--- config.mk ---
export PLATFORM = sky130hd
export DESIGN_NAME = sp_port_arb
export DESIGN_NICKNAME = d
export VERILOG_FILES = /design/src/rtl/sp_port_arb.sv
export SDC_FILE = /design/constraint.sdc
export NUM_CORES = 1
export LEC_CHECK = 0
export CELL_PAD_IN_SITES_DETAIL_PLACEMENT = 0
export CELL_PAD_IN_SITES_GLOBAL_PLACEMENT = 1
export CORE_AREA = 3 3 207 209
export CTS_CLUSTER_SIZE = 28
export DETAILED_ROUTE_END_ITERATION = 8
export DIE_AREA = 0 0 210 212
export PLACE_DENSITY_LB_ADDON = 0.1
export SYNTH_ARGS = -nofsm -noshare
export SYNTH_HDL_FRONTEND = slang
export SYNTH_SLANG_ARGS = --single-unit
--- constraint.sdc ---
create_clock -name clk -period 3.8 [get_ports clk]
set_input_delay 1.14 -clock clk [delete_from_list [all_inputs] [get_ports clk]]
set_output_delay 1.14 -clock clk [all_outputs]
set_load 0.01 [all_outputs]
--- src/rtl/sp_port_arb.sv ---
// sp_port_arb -- three-way arbiter sharing one single-port RAM port.
//
// Purpose
//   Three requesters (calc, wb, host) compete for a single sp-RAM port.
//   An idle arbiter grants the highest-priority pending requester
//   (calc > wb > host). The winner then owns the port for a whole burst,
//   which ends on a beat with last=1 or when the owner drops req. Every
//   hand-over goes through one dead IDLE cycle. Read data comes back two
//   cycles after the read beat. It is tagged with the requester that
//   issued the read, not with the requester that currently owns the port.
//
// Configuration
//   SP_ARB_STARVE_EN : when defined, an idle arbitration gives the port to
//                      the host if the host has waited STARVE_LIMIT cycles
//                      or more. When undefined, priority is strictly
//                      calc > wb > host; the wait counter still runs but
//                      does not affect arbitration.
//
// Ports
//   clk, rst                      clock, asynchronous active-high reset
//   <r>_req/_we/_addr/_wdata/_last requester beat inputs (r = calc, wb, host)
//   <r>_gnt                       requester owns the port this cycle
//   <r>_rvalid                    rdata holds this requester's read result
//   rdata                         registered copy of bram_rdata
//   bram_addr/_wdata/_wen         sp-RAM request (all zero when no beat)
//   bram_rdata                    sp-RAM read data, one cycle after address
//   owner                         0 none, 1 calc, 2 wb, 3 host
module sp_port_arb #(
  parameter int ADDR_W       = 32,
  parameter int DATA_W       = 64,
  parameter int STARVE_LIMIT = 64
) (
  input  logic              clk,
  input  logic              rst,
  input  logic              calc_req,
  input  logic              calc_we,
  input  logic [ADDR_W-1:0] calc_addr,
  input  logic [DATA_W-1:0] calc_wdata,
  input  logic              calc_last,
  input  logic              wb_req,
  input  logic              wb_we,
  input  logic [ADDR_W-1:0] wb_addr,
  input  logic [DATA_W-1:0] wb_wdata,
  input  logic              wb_last,
  input  logic              host_req,
  input  logic              host_we,
  input  logic [ADDR_W-1:0] host_addr,
  input  logic [DATA_W-1:0] host_wdata,
  input  logic              host_last,
  output logic              calc_gnt,
  output logic              wb_gnt,
  output logic              host_gnt,
  output logic              calc_rvalid,
  output logic              wb_rvalid,
  output logic              host_rvalid,
  output logic [DATA_W-1:0] rdata,
  output logic [ADDR_W-1:0] bram_addr,
  output logic [DATA_W-1:0] bram_wdata,
  output logic              bram_wen,
  input  logic [DATA_W-1:0] bram_rdata,
  output logic [1:0]        owner
);

  typedef enum logic [1:0] {
    IDLE     = 2'd0,
    OWN_CALC = 2'd1,
    OWN_WB   = 2'd2,
    OWN_HOST = 2'd3
  } state_t;

  localparam logic [15:0] WAIT_MAX  = 16'hFFFF;
  localparam logic [15:0] STARVE_TH = 16'(STARVE_LIMIT);

  state_t              state_q, state_d;
  logic [15:0]         wait_q, wait_d;
  logic [2:0]          rd_pend_q, rd_pend_d;   // {host, wb, calc}, read issued last cycle
  logic [2:0]          rvalid_q, rvalid_d;     // {host, wb, calc}
  logic [DATA_W-1:0]   rdata_q, rdata_d;

  logic                own_req;
  logic                own_we;
  logic                own_last;
  logic [ADDR_W-1:0]   own_addr;
  logic [DATA_W-1:0]   own_wdata;
  logic                beat;
  logic                host_starved;

  // ---------------------------------------------------------------------------
  // State register
  // ---------------------------------------------------------------------------
  // NOTE: sequential state uses non-blocking assignments only, so every flop
  // samples the values from before the edge, whatever order the blocks run in.
  always_ff @(posedge clk or posedge rst) begin
    if (rst) begin
      state_q <= IDLE;
    end else begin
      state_q <= state_d;
    end
  end

`ifdef SP_ARB_STARVE_EN
  assign host_starved = host_req && (wait_q >= STARVE_TH);
`else
  assign host_starved = 1'b0;
`endif

  // ---------------------------------------------------------------------------
  // Next-state logic
  // ---------------------------------------------------------------------------
  // NOTE: each always_comb assigns a default first, so no path can leave a
  // signal unassigned and infer a latch.
  always_comb begin
    state_d = state_q;
    case (state_q)
      IDLE: begin
        if (host_starved)  state_d = OWN_HOST;
        else if (calc_req) state_d = OWN_CALC;
        else if (wb_req)   state_d = OWN_WB;
        else if (host_req) state_d = OWN_HOST;
      end
      // Owned states: a beat with last=1 ends the burst. Dropping req ends it
      // as an abort. Either way one IDLE cycle follows.
      default: begin
        if (!own_req || own_last) state_d = IDLE;
      end
    endcase
  end

  // ---------------------------------------------------------------------------
  // Output logic: grants and the owner's request mux
  // ---------------------------------------------------------------------------
  always_comb begin
    calc_gnt  = 1'b0;
    wb_gnt    = 1'b0;
    host_gnt  = 1'b0;
    own_req   = 1'b0;
    own_we    = 1'b0;
    own_last  = 1'b0;
    own_addr  = '0;
    own_wdata = '0;
    case (state_q)
      OWN_CALC: begin
        calc_gnt  = 1'b1;
        own_req   = calc_req;
        own_we    = calc_we;
        own_last  = calc_last;
        own_addr  = calc_addr;
        own_wdata = calc_wdata;
      end
      OWN_WB: begin
        wb_gnt    = 1'b1;
        own_req   = wb_req;
        own_we    = wb_we;
        own_last  = wb_last;
        own_addr  = wb_addr;
        own_wdata = wb_wdata;
      end
      OWN_HOST: begin
        host_gnt  = 1'b1;
        own_req   = host_req;
        own_we    = host_we;
        own_last  = host_last;
        own_addr  = host_addr;
        own_wdata = host_wdata;
      end
      default: ;
    endcase
  end

  assign beat       = own_req;  // own_req is only nonzero while some grant is high
  assign bram_wen   = beat & own_we;
  assign bram_addr  = beat ? own_addr  : '0;
  assign bram_wdata = beat ? own_wdata : '0;
  assign owner      = state_q;

  // ---------------------------------------------------------------------------
  // Read return pipeline and host wait counter
  // ---------------------------------------------------------------------------
  always_comb begin
    // The read is tagged with the requester at issue time. The tag travels
    // with the data, so a change of ownership cannot redirect rvalid.
    rd_pend_d = '0;
    if (beat && !own_we) rd_pend_d = {host_gnt, wb_gnt, calc_gnt};
    rvalid_d  = rd_pend_q;
    rdata_d   = bram_rdata;

    wait_d = '0;
    if (host_req && !host_gnt) begin
      wait_d = (wait_q == WAIT_MAX) ? WAIT_MAX : wait_q + 16'd1;
    end
  end

  // NOTE: every register here is reset, including the rdata register. Only
  // RAM arrays would be left unreset, and this block has none.
  always_ff @(posedge clk or posedge rst) begin
    if (rst) begin
      rd_pend_q <= '0;
      rvalid_q  <= '0;
      rdata_q   <= '0;
      wait_q    <= '0;
    end else begin
      rd_pend_q <= rd_pend_d;
      rvalid_q  <= rvalid_d;
      rdata_q   <= rdata_d;
      wait_q    <= wait_d;
    end
  end

  assign calc_rvalid = rvalid_q[0];
  assign wb_rvalid   = rvalid_q[1];
  assign host_rvalid = rvalid_q[2];
  assign rdata       = rdata_q;

endmodule

; Yosys cells after proc, flatten, opt, wreduce, memory -nomap -nowiden
; Cells that the tools add are included.
[totals]
word_cells = 32
regBits = 72
output_inout_bits = 169
inputBits = 363
[op_classes]
n_eq_ne = 4
muxes = 16
n_bitwise = 1
reduce_logical = 7
[ops]
columns = op, count
row1 = case mux 64 bit (3 select lines), 1
row2 = case mux 32 bit (3 select lines), 1
row3 = 2-to-1 mux 64 bit, 1
row4 = 2-to-1 mux 32 bit, 1
row5 = 2-to-1 mux 2 bit, 5
row6 = case mux 1 bit (3 select lines), 3
row7 = "equality test 2 bit, second input constant", 2
row8 = "!= test 4 bit, second input constant", 1
row9 = 2-to-1 mux 1 bit, 3
row10 = 2-to-1 mux 3 bit, 1
row11 = "equality test 2 x 1 -> 1 bit, second input constant", 1
row12 = zero test 1 bit, 2
row13 = zero test 2 bit, 1
row14 = AND reduction 2 bit, 1
row15 = nonzero test 2 bit, 1
row16 = bitwise AND 1 bit, 1
row17 = logical AND 1 bit, 1
row18 = logical OR 1 bit, 1

; Depth between registers and ports, before layout
[logic_depth]
depth_word = 6
depth_mapped = 7
depth_no_buf = 3

; Least setup slack after synthesis
; No wires, ideal clock.
[synth_timing]
path_type = input port to output port
startpoint = input port host_req
endpoint = output port bram_wdata[53]
setup_slack_ns = 0.646
path_buffers = 2
arrival_time_ns = 2.014
path_stages = 5
required_time_ns = 2.660
path_cell_list = mux2_2 > a22oi_4 > buf_4 > buf_4 > nor2_1
[synth_via]
elab_chain_len = 2
[synth_lines]
columns = item, line_no
row1 = start: declaration, 45  ; input logic host_req,
row2 = case mux 1 bit (3 select lines), 141  ; case (state_q)
row3 = 2-to-1 mux 64 bit, 173  ; assign bram_wdata = beat ? own_wdata : '0;
row4 = end: declaration, 58  ; output logic [DATA_W-1:0] bram_wdata,
; Every way passes these cells.

; Worst setup path in the final report
[layout_timing]
startpoint = input port calc_req
endpoint = output port bram_wdata[31]
[layout_via]
elab_chain_len = 2
[layout_lines]
columns = item, line_no
row1 = start: declaration, 35  ; input logic calc_req,
row2 = case mux 1 bit (3 select lines), 141
row3 = 2-to-1 mux 64 bit, 173
; Every way passes these cells.

==> impl_metrics.yaml <==
cells_and_area:
  final_common_cell: "clkdlybuf4s50_1"
  fin_area_sq_mm: 0.0110
  final_cell_mix: "clkdlybuf4s50_1 (438), nor2_1 (98), mux2_2 (97), a22oi_1 (97), dfrtp_1 (70)"
  nNetsFinal: 1335
  drive_gt1_share_pct: 23.3
  area_delta_synth_final_pct: 154
setup_path:
  r2r_start: "owner[0]"
  cpPeakStageDelay_ns: 0.33
  crit_type: "in -> out"
  path_cells: "dlygate4sd2_1 > a22oi_4 > buf_12 > buf_12 > buf_12 > buf_16 > nor2_1 > clkdlybuf4s15_1"
  cp-startpoint: "calc_req"
  worstPathArrival_ns: 2.57
  slowest_stage: "dlygate4sd2_1"
  cp-start-kind: "input pin"
  crit_buf_inv: 6
  crit_path_end_kind: "output port"
  path_max_fanout: 11
  worstPathRequired_ns: 2.66
  cp_top_family: "buffers and inverters"
  crit_top_cell: "buf_12"
power_and_ir_drop:
  p_leak_nw: 4.34
  p_per_area_mw_per_mm2: 365
  ir_drop_mv: 0.255
floorplan:
  ios: 532
  num_rows: 74
  core_area_sq_mm: 0.0410
  die_area_sq_mm: 0.0445
  die_w_um: 210
  start_util_pct: 10.5
  die_height_um: 212
sta:
  setup_viol: 0
  skew_ns: 0.00136
  fmax_mhz: 269
  whs_ns: 0.358
  drv_slew: 0
  rsz0062_at_grt: "false"
  finalCriticalPeriod_ns: 3.71
  tightest_slew_ns: 0.463
  setup_slack_ns: 0.0862
  finalCritPeriodShare_pct: 97.7
  final-hold-violation-count: 0
  worst_slew_margin_rel_pct: 69.2
global_routing:
  grt_use_total_pct: 14.1
  gr-usage-met1_pct: 14.1
  grt_pass1_wl_mm: 45.9
  grt_pass1_vias: 6305
  top_usage_layer: "met2"
  grt.met3_usage_pct: 5.74
  met2_usage_pct: 27.2
  antenna_found_initial: 9
  overflow: 0
  grt_max_degree: 73
outcome:
  outcome: "complete, no violations"
detailed_routing:
  drt-pass1-iter-count: 4
  first_iter_violations: 185
  vias: 5692
  routed_wirelength_mm: 33.3
  routedWlPerCell_um: 22.0
  remaining_drc_errors: 0
  antenna_left: 0
  via_per_inst: 3.76
cts:
  cts_root_buf: "clkbuf_16"
  clk_pin_slew_worst_paths_ns: 0.07
  clkLatencyLatePin_ns: 0.33
  cts.sinks: 72
  cts_made_buffers: 9
  cts_hold_buf: 0
  htreeDepth: 3
  cts_tree: "yes"
  clk_path_buf_depth: 2
yosys:
  synth_area_per_cell_sq_um: 10.2
  netlist_area_sq_mm: 0.00433
  ys_seq_elements: 72
  ys_seq_area_share_pct: 41.7
  synth-warning-count: 0
  synth_cells: 425
  ys_types: 21
  syn-num-nets: 788
place:
  portBuffers: 531
  gp_congestion: 0.782
  preCtsSetupSlack_ns: -0.418
  place_area_sq_mm: 0.0105
  dp_hpwl_mm: 26.9
min_path:
  hold_path.class: "reg -> reg"
  worstHoldStart: "rd_pend_q[1]"
job:
  maxCapViolCount: 0
==> stage by stage <==
stage / power [W] / TNS [ns] / utilization (%) / std cells
after floorplan: 0.00182 / 0 / - / 425
after global placement: 0.00306 / -34.10 / 25.5 / 1475
after detailed placement: 0.00303 / -35.06 / 25.5 / 1475
after CTS: 0.00409 / 0 / 26.7 / 1506
after global routing: 0.00426 / 0 / 26.7 / 1514
final: 0.00400 / 0 / 26.7 / 1514
==> synth_stat cells (all sizes together) <==
library cell	instances	share of area (%)
clkbuf	16	1.4
nor2b	3	0.43
inv	1	0.087
o41ai	1	0.20
nand2b	1	0.14
o2bb2ai	1	0.20
buf	28	3.2
nand3	1	0.12
dfrtp	72	42
nand4b	1	0.20
a22oi	98	17
o21ai	1	0.12
and3b	1	0.20
mux2	98	26
and2	1	0.14
mux2i	1	0.23
nor3b	2	0.35
nor2	98	8.5
==> report_power, final <==
group	internal, W	total (W)	switching [W]
logic	0.00133	0.00233	0.000993
clock network	0.000456	0.000832	0.000375
registers	0.000813	0.000844	0.0000316
total	0.00260	0.00400	0.00140
==> state kept, by name, indices dropped and copies added, names as in the netlist <==
| signal | flops |
|---|---|
| rvalid_q | 3 |
| rdata | 64 |
| owner | 2 |
| rd_pend_q | 3 |
==> cells by family after synthesis <==
group                  Yosys count  share of synthesized area (%)
DFF                             72                           41.7
and+or+nand+nor                108                           10.1
AOI/OAI and AO/OA              101                           17.8
muxes                           99                           25.7
buffers and inverters           45                           4.66
==> routing by layer <==
layer	routed length [um]	part of all wire, %
met1	11500	35
met2	18300	55
met5	35	0.11
met4	309	0.93
met3	3110	9.3
==> path summary, 6_finish.rpt <==
kind	endpoint	slack, ns	depth (start not counted)
min reg2reg	rvalid_q[1]	0.36	0
max	bram_wdata[31]	0.09	8
max in group asynchronous	rdata[38]	1.92	3
min	rvalid_q[1]	0.36	0
max reg2reg	rd_pend_q[1]	1.80	8
min in group asynchronous	rdata[16]	1.12	2
==> timing repair <==
| item | in CTS | in global routing |
|---|---|---|
| cloned | 6 | 0 |
| resized for setup | 274 | 13 |
| buffers inserted | 9 | 3 |
| pin swaps | 1 | 1 |
| endpoints found under the setup margin | 97 | 63 |
==> layout make-up <==
| class | count | area [sq um] |
|---|---|---|
| well taps | 532 | 666 |
| clock buffers | 9 | 225 |
| multi-input cells | 308 | 2330 |
| clock inverters | 7 | 62.6 |
| diodes | 5 | 12.5 |
| repair buffers | 580 | 5860 |
| inverters | 1 | 3.75 |
| fillers | 4380 | 30000 |
| flip-flops and latches | 72 | 1810 |
(Power assumes the default switching activity.)
==> edit 1, RTL diff (same flow settings) <==
The option `SP_ARB_STARVE_EN` is turned on by a define.
--- a/src/rtl/sp_port_arb.sv
+++ b/src/rtl/sp_port_arb.sv
@@ -25,6 +25,8 @@
 //   bram_addr/_wdata/_wen         sp-RAM request (all zero when no beat)
 //   bram_rdata                    sp-RAM read data, one cycle after address
 //   owner                         0 none, 1 calc, 2 wb, 3 host
+`define SP_ARB_STARVE_EN
+
 module sp_port_arb #(
   parameter int ADDR_W       = 32,
   parameter int DATA_W       = 64,
Check against the original RTL: no difference found for any inputs over 10 cycles, from zero or initial values and one cycle with rst high; that may be too few to reach the edited logic, so the function may still have changed.
==> edit 1 against the original RTL <==
  * Power rose by 36%
  * Die area did not move
  * Sequential cell count rose by 16
  * Cell area rose by 7.0%
  * Sequential power rose by 27%
  * Area after synthesis rose by 22%
  * Sequential share of layout area rose by 2.3 points
  * Setup slack got worse by 13 ps
  * Routed wire length rose by 9.3%
  * Synthesized cell count rose by 22%
==> edit 1: results (changes against the original RTL) <==
power_and_ir_drop:
  ir_drop_uv: 222  # -13%
  p_clk_share_pct: 17.0  # -3.8 points
  p_sw_share_pct: 38.9  # +3.9 points
  leakage_nw: 4.84  # +12%
  p_seq_w: 0.00107  # +27%
routing:
  vias_per_cell: 3.90  # +3.7%
  drt_iter0_drc: 198  # +7.0%
  wire_per_inst_um: 22.5  # +2.3%
  dr_wl_met3_mm: 2.90  # -6.7%
  routed-wl-met2_mm: 19.6  # +6.7%
  wl_met1_mm: 13.3  # +16%
finish:
  fill_cells: 4402  # +0.50%
  design_area_um2: 11700  # +7.0%
  final_nets: 1434  # +7.4%
  design.seq.count: 88  # +22%
  buf_share_pct: 48.6  # -4.8 points
  clock_area_share_pct: 2.69  # +0.063 points
  diodes: 11  # +6
  num-nonclk-inverters: 5  # +4
  final-seq-area_um2: 2210  # +22%
  drive_gt1_share_pct: 20.0  # -3.3 points
  multi_input_area_um2: 2790  # +20%
  multi_input_gates: 377  # +22%
  nClkBuffers: 10  # +1
  n_all_buffers: 588  # +1.4%
  largest_reg_flops: 64  # unchanged
logic_synthesis:
  synth_compound_area_share_pct: 17.0  # -0.88 points
  netlist_top_cells_count: "105 x nor2_1, 97 x a22oi_1, 97 x mux2_2"
  synth_area_leaders: "dfrtp_1 42%, mux2_2 21%, a22oi_1 14%, nor2_1 7.4%, buf_4 2.3%"
  ys_seq_area_share_pct: 41.6  # -0.057 points
  synth_nets: 885  # +12%
  synthMuxAreaShare_pct: 21.5  # -4.3 points
  async_reset_ff_share_pct: 100  # unchanged
  yosys.area_share.adder_pct: 0.473  # +0.47 points
  yosysUniqueCellTypes: 43  # +100%
  synthXorXnorAreaFrac_pct: 1.32  # +1.3 points
  synth.avg_cell_area_um2: 10.2  # about the same
timing:
  fin_skew_ps: 2.31  # +0.957 ps
  setup-violations-final: 0  # unchanged
  timing.slew.headroom_pct: 57.9  # -11 points
critical_path:
  crit_slowest_cell: "dlygate4sd2_1"
  slowest_delay_ps: 280  # -50 ps
  arrival_ps: 2590  # +20 ps
  worst-path-max-fanout: 6  # -5
outcome:
  status: "finished clean"
place:
  pre_cts_slack_ps: -414  # +4.16 ps
  gp_congestion: 0.808  # +3.3%
  dp_hpwl_mm: 29.9  # +11%
  dpl_cell_area_um2: 11400  # +8.9%
global_route:
  grt_pass1_vias: 6946  # +10%
  grt_util_met2_pct: 28.4  # +1.2 points
  grt_max_degree: 84  # +15%
  grt_pass1_wl_mm: 49.4  # +7.7%
  grtUsageTotal_pct: 15.2  # +1.1 points
  grt_util_met3_pct: 5.03  # -0.71 points
  grt_use_met1_pct: 16.3  # +2.2 points
  antenna_found_initial: 10  # +1
edit 1: metrics by stage:
step	std cells	power, W
finish	1617	0.00545
global route	1616	0.00581
CTS	1607	0.00563
detailed placement	1574	0.00454
global placement	1574	0.00459
floorplan	520	0.00278
edit 1: final timing paths:
path | from | to | slack (ps) | cells after the start
worst max-delay path | host_req | bram_addr[17] | 70 | 9
worst min-delay path | rd_pend_q[1] | rvalid_q[1] | 350 | 0
worst max register to register | owner[1] | wait_q[14] | 1700 | 5
worst min register to register | rd_pend_q[1] | rvalid_q[1] | 350 | 0
max in group asynchronous | rst | rdata[9] | 1930 | 3
min in group asynchronous | rst | rdata[47] | 1180 | 2
edit 1: timing repair:
| action | 4_1_cts | 5_1_grt |
|---|---|---|
| gates resized for setup | 211 | 2 |
| buffers inserted | 15 | 0 |
| gates cloned | 2 | 0 |
| setup endpoints to repair | 97 | 27 |
| pin swaps | 1 | 1 |
| hold buffers | 0 | 0 |
==> edit 2, RTL diff (same settings) <==
Made on the original files. Make the reset (`rst`) synchronous in 2 clocked blocks. Comments in the files are not updated.
--- a/src/rtl/sp_port_arb.sv
+++ b/src/rtl/sp_port_arb.sv
@@ -90,7 +90,7 @@
   // ---------------------------------------------------------------------------
   // NOTE: sequential state uses non-blocking assignments only, so every flop
   // samples the values from before the edge, whatever order the blocks run in.
-  always_ff @(posedge clk or posedge rst) begin
+  always_ff @(posedge clk) begin
     if (rst) begin
       state_q <= IDLE;
     end else begin
@@ -192,7 +192,7 @@
 
   // NOTE: every register here is reset, including the rdata register. Only
   // RAM arrays would be left unreset, and this block has none.
-  always_ff @(posedge clk or posedge rst) begin
+  always_ff @(posedge clk) begin
     if (rst) begin
       rd_pend_q <= '0;
       rvalid_q  <= '0;
Function: differs if rst is asserted again (counterexample within 4 cycles, from zero or initial values and one cycle with rst high); with rst held inactive, the same outputs for 10 cycles.
==> edit 2 against the original RTL <==
  * First-iteration DRC count shrank 2.2%
  * Area after synthesis grew 2.3%
  * Sequential cell count is the same
  * Cell area shrank 0.72%
  * Global-route usage shrank 0.45 points
  * Setup slack lost 37 ps
  * Routed wire length shrank 3.2%
  * Worst hold slack gained 77 ps
  * Critical path type unchanged
  * Critical endpoint is now bram_wdata[48]
  * Largest cell class unchanged
  * Highest routed layer unchanged
Power is not compared: it rests on default switching activity, and its combinational part moved more than twofold at a synthesized area within 25%.
==> edit 2: results (changes against the original RTL) <==
outcome:
  status: "finished clean"
critical_path:
  arrival_ps: 2610  # +40 ps
  crit_slowest_cell: "mux2_4"
  crit_end: "bram_wdata[48]"
  r2r_end: "rd_pend_q[0]"
  crit_start: "wb_req"
  r2r.worst_path.cells: 3  # -5
  r2r-start: "owner[0]"
  ff2ff_setup_slack_ps: 2320  # +520 ps
  slowest_delay_ps: 280  # -50 ps
  worst-path-max-fanout: 7  # -4
hold_path:
  worstHoldEndpoint: "rvalid_q[1]"
  hp-start: "rd_pend_q[1]"
  holdPathStages: 1  # +1
routing:
  routed-wl-met2_mm: 17.7  # -3.7%
  drt_wl_total_mm: 32.2  # -3.2%
  wl_met1_mm: 10.6  # -7.8%
  vias_per_cell: 3.74  # -0.46%
  first_pass_iters: 6  # +2
  dr_wl_met3_mm: 3.26  # +4.7%
  drt_iter0_drc: 181  # -2.2%
clock_network:
  htree_num_levels: 3  # unchanged
  clkTransAtPathRegs_ps: 50  # -20 ps
  cts_buffer_depth: 2  # unchanged
timing:
  max_freq_ghz: 0.267  # -0.98%
  fin_skew_ps: 4.34  # +2.98 ps
  holdWs_ps: 435  # +76.8 ps
  timing.slew.headroom_pct: 61.3  # -7.9 points
logic_synthesis:
  async_reset_ff_share_pct: 0  # -100 points
  netlist_top_cells_count: "100 x nor2_1, 98 x mux2_2, 97 x a22oi_1"
  yosys.area_share.adder_pct: 0  # unchanged
  synthMuxAreaShare_pct: 24.9  # -0.81 points
  synth.avg_cell_area_um2: 8.82  # -13%
  yosysUniqueCellTypes: 22  # +4.8%
  synth_area_leaders: "dfxtp_1 33%, mux2_2 25%, a22oi_1 16%, nor2b_1 9.9%, nor2_1 8.5%"
  ys_seq_area_share_pct: 32.6  # -9.1 points
  synth_compound_area_share_pct: 17.6  # -0.23 points
  synth-main-ff-cell: "dfxtp_1"
place:
  dp_hpwl_mm: 26.6  # -1.3%
  gp_congestion: 0.739  # -5.5%
  post-place-cells: 1541  # +4.5%
  dpl_cell_area_um2: 10500  # about the same
  pre_cts_slack_ps: -331  # +87.3 ps
global_route:
  grt_use_met1_pct: 12.8  # -1.4 points
  antenna_found_initial: 10  # +1
  grt_pass1_wl_mm: 44.2  # -3.7%
  grtUsageTotal_pct: 13.6  # -0.45 points
  grt_max_degree: 106  # +45%
  grt_pass1_vias: 6418  # +1.8%
  grt_util_met3_pct: 5.95  # +0.21 points
  grt_util_met2_pct: 27.0  # -0.28 points
finish:
  drive_gt1_share_pct: 16.9  # -6.5 points
  final_nets: 1395  # +4.5%
  final_cell_count_no_fill: 1575  # +4.0%
  utilization_pct: 26.5  # -0.19 points
  fill_cells: 4469  # +2.0%
[edit 2: changes by cell type after synthesis, sizes merged, moves of 2 or more]
cell | before | now
nor2b | 3 | 70
nor3b | 2 | 0
nand2 | 0 | 2
dfxtp | 0 | 72
clkbuf | 16 | 24
dfrtp | 72 | 0
nor2 | 98 | 100
[edit 2: repair_timing]
action / CTS / global route
setup buffers: 8 / 0
gates resized for setup: 131 / 54
setup endpoints to repair: 97 / 44
cloned: 4 / 0
[edit 2: logic make-up (layout without fill, tap and decap cells)]
logic type / after synthesis / after routing
other: 0 / 6
AOI/OAI and AO/OA: 102 / 102
muxes: 98 / 98
buffers and inverters: 51 / 586
DFF: 72 / 72
and+or+nand+nor: 179 / 179
[edit 2: final cells by class]
class                   instances  area share, %
well taps                     532           6.11
clock inverters                 2          0.322
multi-input cells             379           25.4
diodes                          6          0.138
flip-flops and latches         72           13.3
clock buffers                  14           2.53
repair buffers                570           52.2
